==> src/rtl/if_id_skid_reg.sv <==
// IF/ID pipeline register with a two-entry skid buffer. in_ready comes straight from a flop.
// Also provides flush, NOP bubble insertion on empty, and saturating stall/bubble counters.
module if_id_skid_reg #(
    parameter int          XLEN     = 64,
    parameter int          ILEN     = 32,
    parameter logic [31:0] NOP_INST = 32'h00000013,
    parameter int          CNT_W    = 16
) (
    input  logic             clk,
    input  logic             reset,
    input  logic             in_valid,
    output logic             in_ready,
    input  logic [XLEN-1:0]  in_pc,
    input  logic [ILEN-1:0]  in_inst,
    input  logic             flush,
    output logic             out_valid,
    input  logic             out_ready,
    output logic [XLEN-1:0]  out_pc,
    output logic [ILEN-1:0]  out_inst,
    output logic [CNT_W-1:0] stall_cnt,
    output logic [CNT_W-1:0] bubble_cnt
);

    // State bits are {main_valid, skid_valid}; S_ILLEGAL cannot be reached.
    typedef enum logic [1:0] {
        S_EMPTY   = 2'b00,
        S_ILLEGAL = 2'b01,
        S_ONE     = 2'b10,
        S_FULL    = 2'b11
    } state_t;

    localparam logic [ILEN-1:0] NOP_W = ILEN'(NOP_INST);

    state_t           r_state;
    state_t           w_state_nxt;
    logic [XLEN-1:0]  r_main_pc;
    logic [ILEN-1:0]  r_main_inst;
    logic [XLEN-1:0]  r_skid_pc;
    logic [ILEN-1:0]  r_skid_inst;
    logic [CNT_W-1:0] r_stall_cnt;
    logic [CNT_W-1:0] r_bubble_cnt;

    logic w_main_valid;
    logic w_skid_valid;
    logic w_accept;
    logic w_drain;
    logic w_ld_main_in;
    logic w_ld_main_skid;
    logic w_ld_skid;
    logic w_stall;
    logic w_bubble;

    assign w_main_valid = r_state[1];
    assign w_skid_valid = r_state[0];
    assign w_accept     = in_valid & ~w_skid_valid;
    assign w_drain      = w_main_valid & out_ready;
    assign w_stall      = w_main_valid & ~out_ready;
    assign w_bubble     = ~w_main_valid & out_ready;

    always_comb begin
        w_state_nxt    = r_state;
        w_ld_main_in   = 1'b0;
        w_ld_main_skid = 1'b0;
        w_ld_skid      = 1'b0;
        case (r_state)
            S_EMPTY: begin
                if (w_accept) begin
                    w_ld_main_in = 1'b1;
                    w_state_nxt  = S_ONE;
                end
            end
            S_ONE: begin
                if (w_accept && w_drain) begin
                    w_ld_main_in = 1'b1;
                end else if (w_accept) begin
                    w_ld_skid   = 1'b1;
                    w_state_nxt = S_FULL;
                end else if (w_drain) begin
                    w_state_nxt = S_EMPTY;
                end
            end
            S_FULL: begin
                if (w_drain) begin
                    w_ld_main_skid = 1'b1;
                    w_state_nxt    = S_ONE;
                end
            end
            default: w_state_nxt = S_EMPTY;
        endcase
        // A redirect discards everything, including whatever fetch offers this cycle.
        if (flush) begin
            w_state_nxt    = S_EMPTY;
            w_ld_main_in   = 1'b0;
            w_ld_main_skid = 1'b0;
            w_ld_skid      = 1'b0;
        end
    end

    always_ff @(posedge clk) begin
        if (reset) begin
            r_state     <= S_EMPTY;
            r_main_pc   <= '0;
            r_main_inst <= NOP_W;
            r_skid_pc   <= '0;
            r_skid_inst <= NOP_W;
        end else begin
            r_state <= w_state_nxt;
            if (flush) begin
                r_main_pc   <= '0;
                r_main_inst <= NOP_W;
            end else if (w_ld_main_in) begin
                r_main_pc   <= in_pc;
                r_main_inst <= in_inst;
            end else if (w_ld_main_skid) begin
                r_main_pc   <= r_skid_pc;
                r_main_inst <= r_skid_inst;
            end
            if (w_ld_skid) begin
                r_skid_pc   <= in_pc;
                r_skid_inst <= in_inst;
            end
        end
    end

    // Counters look at the pre-edge handshake, so flush cycles still count.
    always_ff @(posedge clk) begin
        if (reset) begin
            r_stall_cnt  <= '0;
            r_bubble_cnt <= '0;
        end else begin
            if (w_stall && (r_stall_cnt != {CNT_W{1'b1}}))
                r_stall_cnt <= r_stall_cnt + CNT_W'(1);
            if (w_bubble && (r_bubble_cnt != {CNT_W{1'b1}}))
                r_bubble_cnt <= r_bubble_cnt + CNT_W'(1);
        end
    end

    assign in_ready   = ~w_skid_valid;
    assign out_valid  = w_main_valid;
    assign out_pc     = r_main_pc;
    assign out_inst   = w_main_valid ? r_main_inst : NOP_W;
    assign stall_cnt  = r_stall_cnt;
    assign bubble_cnt = r_bubble_cnt;

endmodule

==> config.mk <==
export PLATFORM = sky130hd
export DESIGN_NAME = if_id_skid_reg
export DESIGN_NICKNAME = d
export VERILOG_FILES = /design/src/rtl/if_id_skid_reg.sv
export SDC_FILE = /design/constraint.sdc
export NUM_CORES = 1
export LEC_CHECK = 0
export BUFFER_PORTS_ARGS = -buffer_cell sky130_fd_sc_hd__clkbuf_2
export CAP_MARGIN = 20
export CORE_MARGIN = 2
export CORE_UTILIZATION = 58
export CTS_CLUSTER_DIAMETER = 60
export DETAILED_ROUTE_END_ITERATION = 16
export MAX_ROUTING_LAYER = met4
export PLACE_DENSITY_LB_ADDON = 0.25
export SYNTH_ARGS = -nofsm -noshare
export SYNTH_HDL_FRONTEND = slang
export SYNTH_SLANG_ARGS = --single-unit
==> constraint.sdc <==
create_clock -name clk -period 3.8 [get_ports clk]
set_input_delay 0.38 -clock clk [delete_from_list [all_inputs] [get_ports clk]]
set_output_delay 0.38 -clock clk [all_outputs]
set_load 0.02 [all_outputs]
### Yosys cells after proc, flatten, opt, wreduce, memory -nomap -nowiden

Cells that the tools add are included.

* muxes and demuxes: 21
* add/subtract/negate cells: 2
* reduce and logical (&&, ||, !) cells: 7
* equal/unequal tests: 8
* bitwise gates (word level): 7

Operators by type and width (number)
* $mux 64: 2
* $mux 32: 3
* $add 16x1->16 const B: 2
* $ne 16x16->1 const B: 2
* $mux 2: 5
* $mux 1: 9
* $ne 2x2->1 const B: 3
* $pmux 2 s3: 1
* $and 1x1->1: 4
* $eq 2x2->1 const B: 2
* $reduce_and 4->1: 1
* $logic_and 1x1->1: 3
* $ne 3x3->1 const B: 1
* $not 1->1: 3
* $logic_not 2->1: 1
* $pmux 1 s2: 1
* $reduce_bool 2->1: 1
* $reduce_or 2->1: 1

* bits in registers: 226
* word-level logic and storage cells: 52
* output and inout port bits: 130

### Logic depth before layout (Yosys ltp)

Gate-level depths: netlist of run 1.

* depth in word-level cells: 7
* depth in mapped cells: 10

### Least setup slack after synthesis of run 1

No wires, ideal clock.

* path type: register to register
* from: register r_state[1]
* to: register r_main_pc[0] (netlist: out_pc[0])
* arrival time: 1.995 ns
* cell stages (with the launch flop): 10
* setup time: 0.142 ns
* slack: 1.663 ns
* data required time: 3.658 ns
* period minus slack after synthesis: 2.137 ns
* cells stage by stage: dfxtp_1 > buf_2 > buf_2 > inv_1 > ha_1 > a31o_2 > nand3_1 > buf_2 > clkbuf_1 > a311oi_1

* cells in the longest elaborated chain, start to end: 6

Ends and longest elaborated chain
* start: declaration: line 34 `state_t r_state;`
* start signal: assignment: line 107 `r_state <= w_state_nxt;`
* $and 1x1->1: line 56 `assign w_drain = w_main_valid & out_ready;`
* $logic_and 1x1->1: line 73 `if (w_accept && w_drain) begin`
* $mux 1: line 73
* $pmux 1 s2: line 65 `case (r_state)`
* $mux 1: line 91 `if (flush) begin`
* $mux 64 / $reduce_bool 2->1 (equally long branches)
* end signal: assignment: line 112 `r_main_pc <= in_pc;`
* end signal: assignment: line 115 `r_main_pc <= r_skid_pc;`
* end: declaration: line 36 `logic [XLEN-1:0] r_main_pc;`

Several ways; a longest one is shown, not always the timed one.
A chain may end at the register's enable or synchronous reset.

### Worst setup path after layout of run 1

* from: register r_state[1]
* to: register r_main_pc[45] (netlist: out_pc[45])

Same word-level chain as after synthesis.

==> metrics.csv, run 1 <==
metric;value;unit
status;complete, no violations;
synthAdderAreaFrac;0.00796;
insertion_delay;500;ps
ant_nets;0;
reg2reg_to;out_pc[45]$_SDFFE_PP0P_;
crit_required;4200;ps
synth-seq-cells;226;
synth_compound_area_frac;0.185;
power-per-cell-area;442;nW/um^2
grt_overflow_total;0;
tritoncts;yes;
timing.final.ws_setup;930;ps
synthCells;1200;
yosys_most_used_dff;dfxtp_1;
syn_area_per_cell;7.86;um^2
wirelength;24.8;mm
clkSlewWorstSetupHoldPaths;60;ps
finalSetupViolCount;0;
crit_family;flip-flops;
final_cells;1600;
synthArstFlopShare;0;
path_cells;inv_1 -> ha_1 -> a31o_2 -> nand3_4 -> buf_4 -> nor2_1 -> a311oi_1;
ys_warn_count;0;
r2r_start;r_state[1]$_SDFFE_PP0P_;
synth-simple-area-share;0.269;
mappedNetlistNets;1307;
cp-start-kind;register;
endpoint_kind;register;
initial_core_util;0.594;
path_class;reg -> reg;
path_buf_inv;2;
io_pins;231;
drc;0;
ir_worst_vdd;0.309;mV
p_leak;4.35;nW
die_w;132;um
tns;0;ps
arrival;3270;ps
vias;8984;
critPathMaxFanout;53;
place.gp.congestion;0.802;
finalCritPeriodShare;0.755;
nets;1478;
die_area;17300;um^2
synth_top_family_by_area;simple AND/OR/NAND/NOR gates;
cts_resized;0;
drt_iter0_drc;641;
yosys.cell_types.count;51;
dp.cells;1562;
hold_viol;0;
antenna_found_initial;1;
wl_per_cell;15.5;um
crit_cells;7;
die_y;132;um
rows;46;
grt_pass1_vias;8222;
min_period;2870;ps
min_path_type;in -> reg;
pre_cts_slack;975;ps
routed_via_density;5.62;
rsz0062_at_grt;false;
synth_edf_count;0;
dpl_cell_area;10600;um^2
htreeDepth;1;
timing.fmax;0.348;GHz
slowest_delay;860;ps
stdcell_area;11300;um^2
synth_xor_area_frac;0.00278;
drive_gt1_frac;0.214;
cts_setup_buffers;0;
slowest_stage;dfxtp_2;
core_area;15900;um^2
holdPathEnd;r_skid_pc[60]$_SDFFE_PP0P_;
cts_hold_buffers;0;
tightest_slew;1070;ps
ff2ff_setup_slack;930;ps
clock-root-buffer;clkbuf_16;
netlist_area;9440;um^2
clock_sinks;226;
muxShareOfSynthArea;0.00676;
drv_slew;0;
grt_max_degree;97;
max_slew_margin;0.287;
grt_pass1_wl;40.5;mm
dpl.hpwl;15.6;mm
min_from;in_pc[60];
drt-pass1-iter-count;5;
ys_seq_area_frac;0.480;
r2r_cells;7;
fin_util;0.712;
finClkSkew;5.84;ps
clock_path_buffers;3;
areaGrowthSynthToFinish;19.9;%
maxCapViolCount;0;
hold_depth;3;
track_usage;0.283;
port_buffers;230;
cts_buffers;23;
[cell usage in the layout (no fill, tap or decap), types with 12 or more instances in the layout]
| master | Yosys | final |
|---|---|---|
| nand2_1 | 395 | 395 |
| clkbuf_2 | 0 | 229 |
| dfxtp_1 | 226 | 225 |
| a21oi_1 | 113 | 113 |
| nor2_1 | 107 | 107 |
| a311oi_1 | 93 | 93 |
| and2_1 | 30 | 30 |
| clkbuf_16 | 0 | 23 |
| or3_1 | 17 | 17 |
| buf_4 | 1 | 12 |
[state kept, by name (all words and copies together) (netlist names)]
name	cells
r_skid_inst	32
out_pc	64
stall_cnt	16
r_main_inst	32
r_state	2
r_skid_pc	64
bubble_cnt	16
[through the flow]
step	power [mW]	hold slack, ps
CTS	5.03	98.0
global route	5.19	117
finish	5.00	113
global placement	2.94	442
floorplan	2.78	433
detailed placement	2.95	447
[worst max path at each step]
stage / startpoint / to / slack [ps]
after floorplan: r_state[1]$_SDFFE_PP0P_ / out_pc[0]$_SDFFE_PP0P_ / 1660
after global placement: r_state[1]$_SDFFE_PP0P_ / out_pc[36]$_SDFFE_PP0P_ / 1120
after detailed placement: r_state[1]$_SDFFE_PP0P_ / out_pc[24]$_SDFFE_PP0P_ / 980
after CTS: r_state[1]$_SDFFE_PP0P_ / out_pc[45]$_SDFFE_PP0P_ / 940
after global routing: r_state[1]$_SDFFE_PP0P_ / out_pc[18]$_SDFFE_PP0P_ / 680
final: r_state[1]$_SDFFE_PP0P_ / out_pc[45]$_SDFFE_PP0P_ / 930
[cells by family (layout without fill, tap and decap cells)]
kind of cell             Yosys count  in the layout
adder cells (fa/ha/maj)            6              6
flip-flops                       226            226
multiplexers                       6              6
buffers and inverters            104            287
AND/OR/NAND/NOR                  600            600
XOR/XNOR                           3              3
AO/OA/AOI/OAI                    255            255
other                              0              1
[synthesized netlist by cell type (8+ instances only)]
master    number  area [um^2]
o21ai_1        8         40.0
nand4_1        8         50.1
nand3_1        9         45.0
or3_1         17          106
buf_2         31          155
buf_1         10         37.5
clkbuf_1      54          203
nand2_1      395         1480
a21oi_1      113          566
nor2_1       107          402
and2_1        30          188
a311oi_1      93          815
o21ai_0       11         55.1
dfxtp_1      226         4520
[power breakdown]
part	leakage (nW)	internal (mW)	switching, mW
Clock	0.341	1.22	0.875
Sequential	1.83	2.44	0.0467
Combinational	2.18	0.146	0.273
[layout make-up]
class                      instances  area (um^2)
fill                            1348         4570
clock buffer                      35          681
sequential                       226         4530
inverter                           6         22.5
timing repair buffer             244         1300
antenna                            1         2.50
tap                              216          270
multi-input combinational        870         4500
clock inverter                     2         10.0
[metal layers]
layer / part of all wire / routed length [um] / vias up / GRT usage
met5: 0 / 0 / - / -
met4: 0.021 / 516 / 0 / 0.0870
met3: 0.070 / 1730 / 34 / 0.0448
li1: - / - / 4440 / -
met1: 0.43 / 10700 / 4201 / 0.375
met2: 0.48 / 11800 / 309 / 0.448
[worst reg2reg max path, delay by kind of cell, from the launching register on]
family	cells	cell delay, ps
DFF	1	860
buffers and inverters	2	600
adders and majority gates	1	280
AOI/OAI and AO/OA	2	500
and+or+nand+nor	2	540
Power figures use the tool's default switching activity.
==> run 2: changes to the inputs <==
--- a/config.mk
+++ b/config.mk
@@ -5,10 +5,11 @@
 export SDC_FILE = /design/constraint.sdc
 export NUM_CORES = 1
 export LEC_CHECK = 0
+export ABC_AREA = 1
 export BUFFER_PORTS_ARGS = -buffer_cell sky130_fd_sc_hd__clkbuf_2
 export CAP_MARGIN = 20
 export CORE_MARGIN = 2
-export CORE_UTILIZATION = 58
+export CORE_UTILIZATION = 55
 export CTS_CLUSTER_DIAMETER = 60
 export DETAILED_ROUTE_END_ITERATION = 16
 export MAX_ROUTING_LAYER = met4
==> constraint.sdc (replaced) <==
create_clock -name clk -period 2.9 [get_ports clk]
set_input_delay 0.29 -clock clk [delete_from_list [all_inputs] [get_ports clk]]
set_output_delay 0.29 -clock clk [all_outputs]
set_load 0.02 [all_outputs]
==> run 2 against run 1 <==
Effect of this change: non-clock buffer count rose by 5; largest cell class is now multi-input gates; critical path depth rose by 1; sequential cell count did not move; count of clock-buffer cells in the layout rose by 1; setup slack got worse by 190 ps; sequential share of layout area fell by 4.0 points; register-to-register slack got worse by 190 ps; final area rose by 11%.
==> metrics.csv, run 2 <==
metric;value;unit;change
status;complete, no violations;;
synth.most_common_cell;nand2_1;;
grt_pass1_vias;10200;;+24%
nets;1824;;+23%
yosys_most_used_dff;dfxtp_1;;
ys_seq_area_frac;0.428;;-0.0516
rows;50;;+8.7%
arrival;2590;ps;-680 ps
io_pins;231;;unchanged
num_antenna_cells;0;;-1
switchingPower;1.78;mW;+49%
wirelength;30.5;mm;+23%
crit_required;3330;ps;-870 ps
path_cells;inv_1 -> ha_1 -> nand2_4 -> nand2_4 -> nand2_4 -> buf_12 -> nand3_1 -> a21oi_1;;
wl_per_cell;15.5;um;about the same
yosys.cell_types.count;26;;-49%
finClkSkew;12.7;ps;+6.89 ps
tns;0;ps;unchanged
combPwrFrac;0.098;;+0.014
rsz0062_at_grt;false;;
final_cell_mix;nand2_1, nor2_1, clkbuf_2, dfxtp_1, nand3_1;;
syn_area_per_cell;6.77;um^2;-14%
power-per-cell-area;558;nW/um^2;+26%
path_class;reg -> reg;;
clock-root-buffer;clkbuf_16;;
mappedNetlistNets;1668;;+28%
grt_overflow_total;0;;unchanged
fin_util;0.670;;-0.0420
endpoint_kind;register;;
drc;0;;unchanged
tightest_slew;1120;ps;+56.4 ps
slowest_delay;420;ps;-440 ps
cts_buffers;25;;+8.7%
critPathMaxFanout;57;;+7.5%
hold_viol;0;;unchanged
cp-start-kind;register;;
die_y;143;um;+8.4%
port_buffers;230;;unchanged
drt-pass1-iter-count;5;;unchanged
tritoncts;yes;;
cts_setup_buffers;0;;unchanged
dpl.hpwl;17.7;mm;+13%
routed_via_density;5.62;;about the same
drt_iter0_drc;878;;+37%
htreeDepth;1;;unchanged
dp.cells;1923;;+23%
antenna_found_initial;0;;-1
p_sw_frac;0.253;;+0.0139
power.share.clock;0.442;;+0.023
clock_sinks;226;;unchanged
core_area;18800;um^2;+18%
drv_slew;0;;unchanged
crit_family;simple AND/OR/NAND/NOR gates;;
timing.fmax;0.464;GHz;+33%
areaGrowthSynthToFinish;18.9;%;
initial_core_util;0.563;;-0.0306
path_buf_inv;2;;unchanged
yosysTopAreaCellShare;0.428;;-0.0516
vias;11100;;+23%
die_area;20300;um^2;+18%
synth-seq-cells;226;;unchanged
final-seq-area;4520;um^2;about the same
grt_max_degree;98;;+1.0%
synth_edf_count;0;;unchanged
grt_pass1_wl;49.4;mm;+22%
ir_worst_vdd;0.375;mV;+21%
ant_nets;0;;unchanged
p_int;5.25;mW;+38%
finalSetupViolCount;0;;unchanged
fillers;1621;;+20%
netlist_area;10600;um^2;+12%
synth_area_leaders;dfxtp_1, nand3_1, nand2_1;;
die_w;143;um;+8.4%
final_cells;1967;;+23%
drive_gt1_frac;0.175;;-0.0392
synth_common_cells;nand2_1, nor2_1, dfxtp_1;;
multi_input_area;4950;um^2;+10%
maxCapViolCount;0;;unchanged
max_slew_margin;0.251;;-0.0352
p_seq_frac;0.460;;-0.037
final_common_cell;nand2_1;;
min_period;2160;ps;-715 ps
ys_warn_count;0;;unchanged
p_leak;5.89;nW;+35%
synth_area_leader_cell;dfxtp_1;;
place.gp.congestion;0.891;;+11%
clock_path_buffers;3;;unchanged
track_usage;0.299;;+0.0156
clkSlewWorstSetupHoldPaths;60;ps;about the same
worst_path_most_repeated_cell;nand2_4;;
min_path_type;in -> reg;;
finalHoldWorstSlack;19.4;ps;-93.3 ps
finalCritPeriodShare;0.743;;-0.0120
power;7.02;mW;+40%
synthArstFlopShare;0;;unchanged
insertion_delay;510;ps;about the same
slowest_stage;dfxtp_1;;
synthCells;1561;;+30%
==> run 2: worst paths after layout <==
kind | from | end | slack, ps | depth (start not counted)
worst max-delay path | r_state[1]$_SDFFE_PP0P_ | out_pc[24]$_SDFFE_PP0P_ | 740 | 8
worst min-delay path | in_inst[10] | r_skid_inst[10]$_SDFFE_PP0P_ | 20 | 3
worst max register to register | r_state[1]$_SDFFE_PP0P_ | out_pc[24]$_SDFFE_PP0P_ | 740 | 8
worst min register to register | r_main_inst[0]$_SDFFE_PP1P_ | r_main_inst[0]$_SDFFE_PP1P_ | 450 | 2
==> run 2: through the flow <==
step | worst slack [ps] | cell area, um^2
floorplan | 1030 | 10600
global placement | 920 | 11800
detailed placement | 814 | 11800
CTS | 767 | 12600
global route | 565 | 12600
finish | 744 | 12600
==> run 2: kinds of logic (layout without fill, tap and decap cells) <==
| family | after synthesis | after routing | share of synthesized area |
|---|---|---|---|
| flops | 226 | 226 | 0.428 |
| compound gates | 225 | 225 | 0.107 |
| xor+xnor | 11 | 11 | 0.00911 |
| simple gates | 813 | 813 | 0.343 |
| fa+ha+maj | 6 | 6 | 0.00710 |
| buf+inv | 280 | 452 | 0.107 |
==> run 2: layout make-up <==
class	instances	share of cell area
Multi-Input combinational cell	1055	0.394
Sequential cell	226	0.360
Timing Repair Buffer	249	0.112
Clock buffer	36	0.0562
Inverter	160	0.0482
Tap cell	234	0.0233
Clock inverter	7	0.00677
==> run 2: worst register-to-register path: cells and delay by family, from the launching register on <==
kind / cells / cell delay, ps
AND/OR/NAND/NOR: 4 / 720
buffers and inverters: 2 / 480
flip-flops: 1 / 420
adder cells (fa/ha/maj): 1 / 280
AO/OA/AOI/OAI: 1 / 170
==> run 2: per-layer routing <==
| metal | wire length, um | up-vias | track usage |
|---|---|---|---|
| met4 | 650 | 0 | 0.0922 |
| met5 | 0 | - | - |
| li1 | - | 5409 | - |
| met3 | 2620 | 55 | 0.0506 |
| met1 | 12900 | 5142 | 0.391 |
| met2 | 14300 | 448 | 0.476 |
==> run 2: power by group through the flow <==
stage	sequential, mW	combinational [mW]	clock (mW)
after CTS	3.23	0.680	3.14
after detailed placement	3.30	0.676	0
after global routing	3.24	0.757	3.28
after floorplan	3.32	0.398	0
final	3.23	0.685	3.11
after global placement	3.29	0.672	0
==> run 2: what timing repair did <==
action                                 CTS  global route
hold buffers                             1             0
gates resized for setup                  0             0
endpoints found under the hold margin    1             0
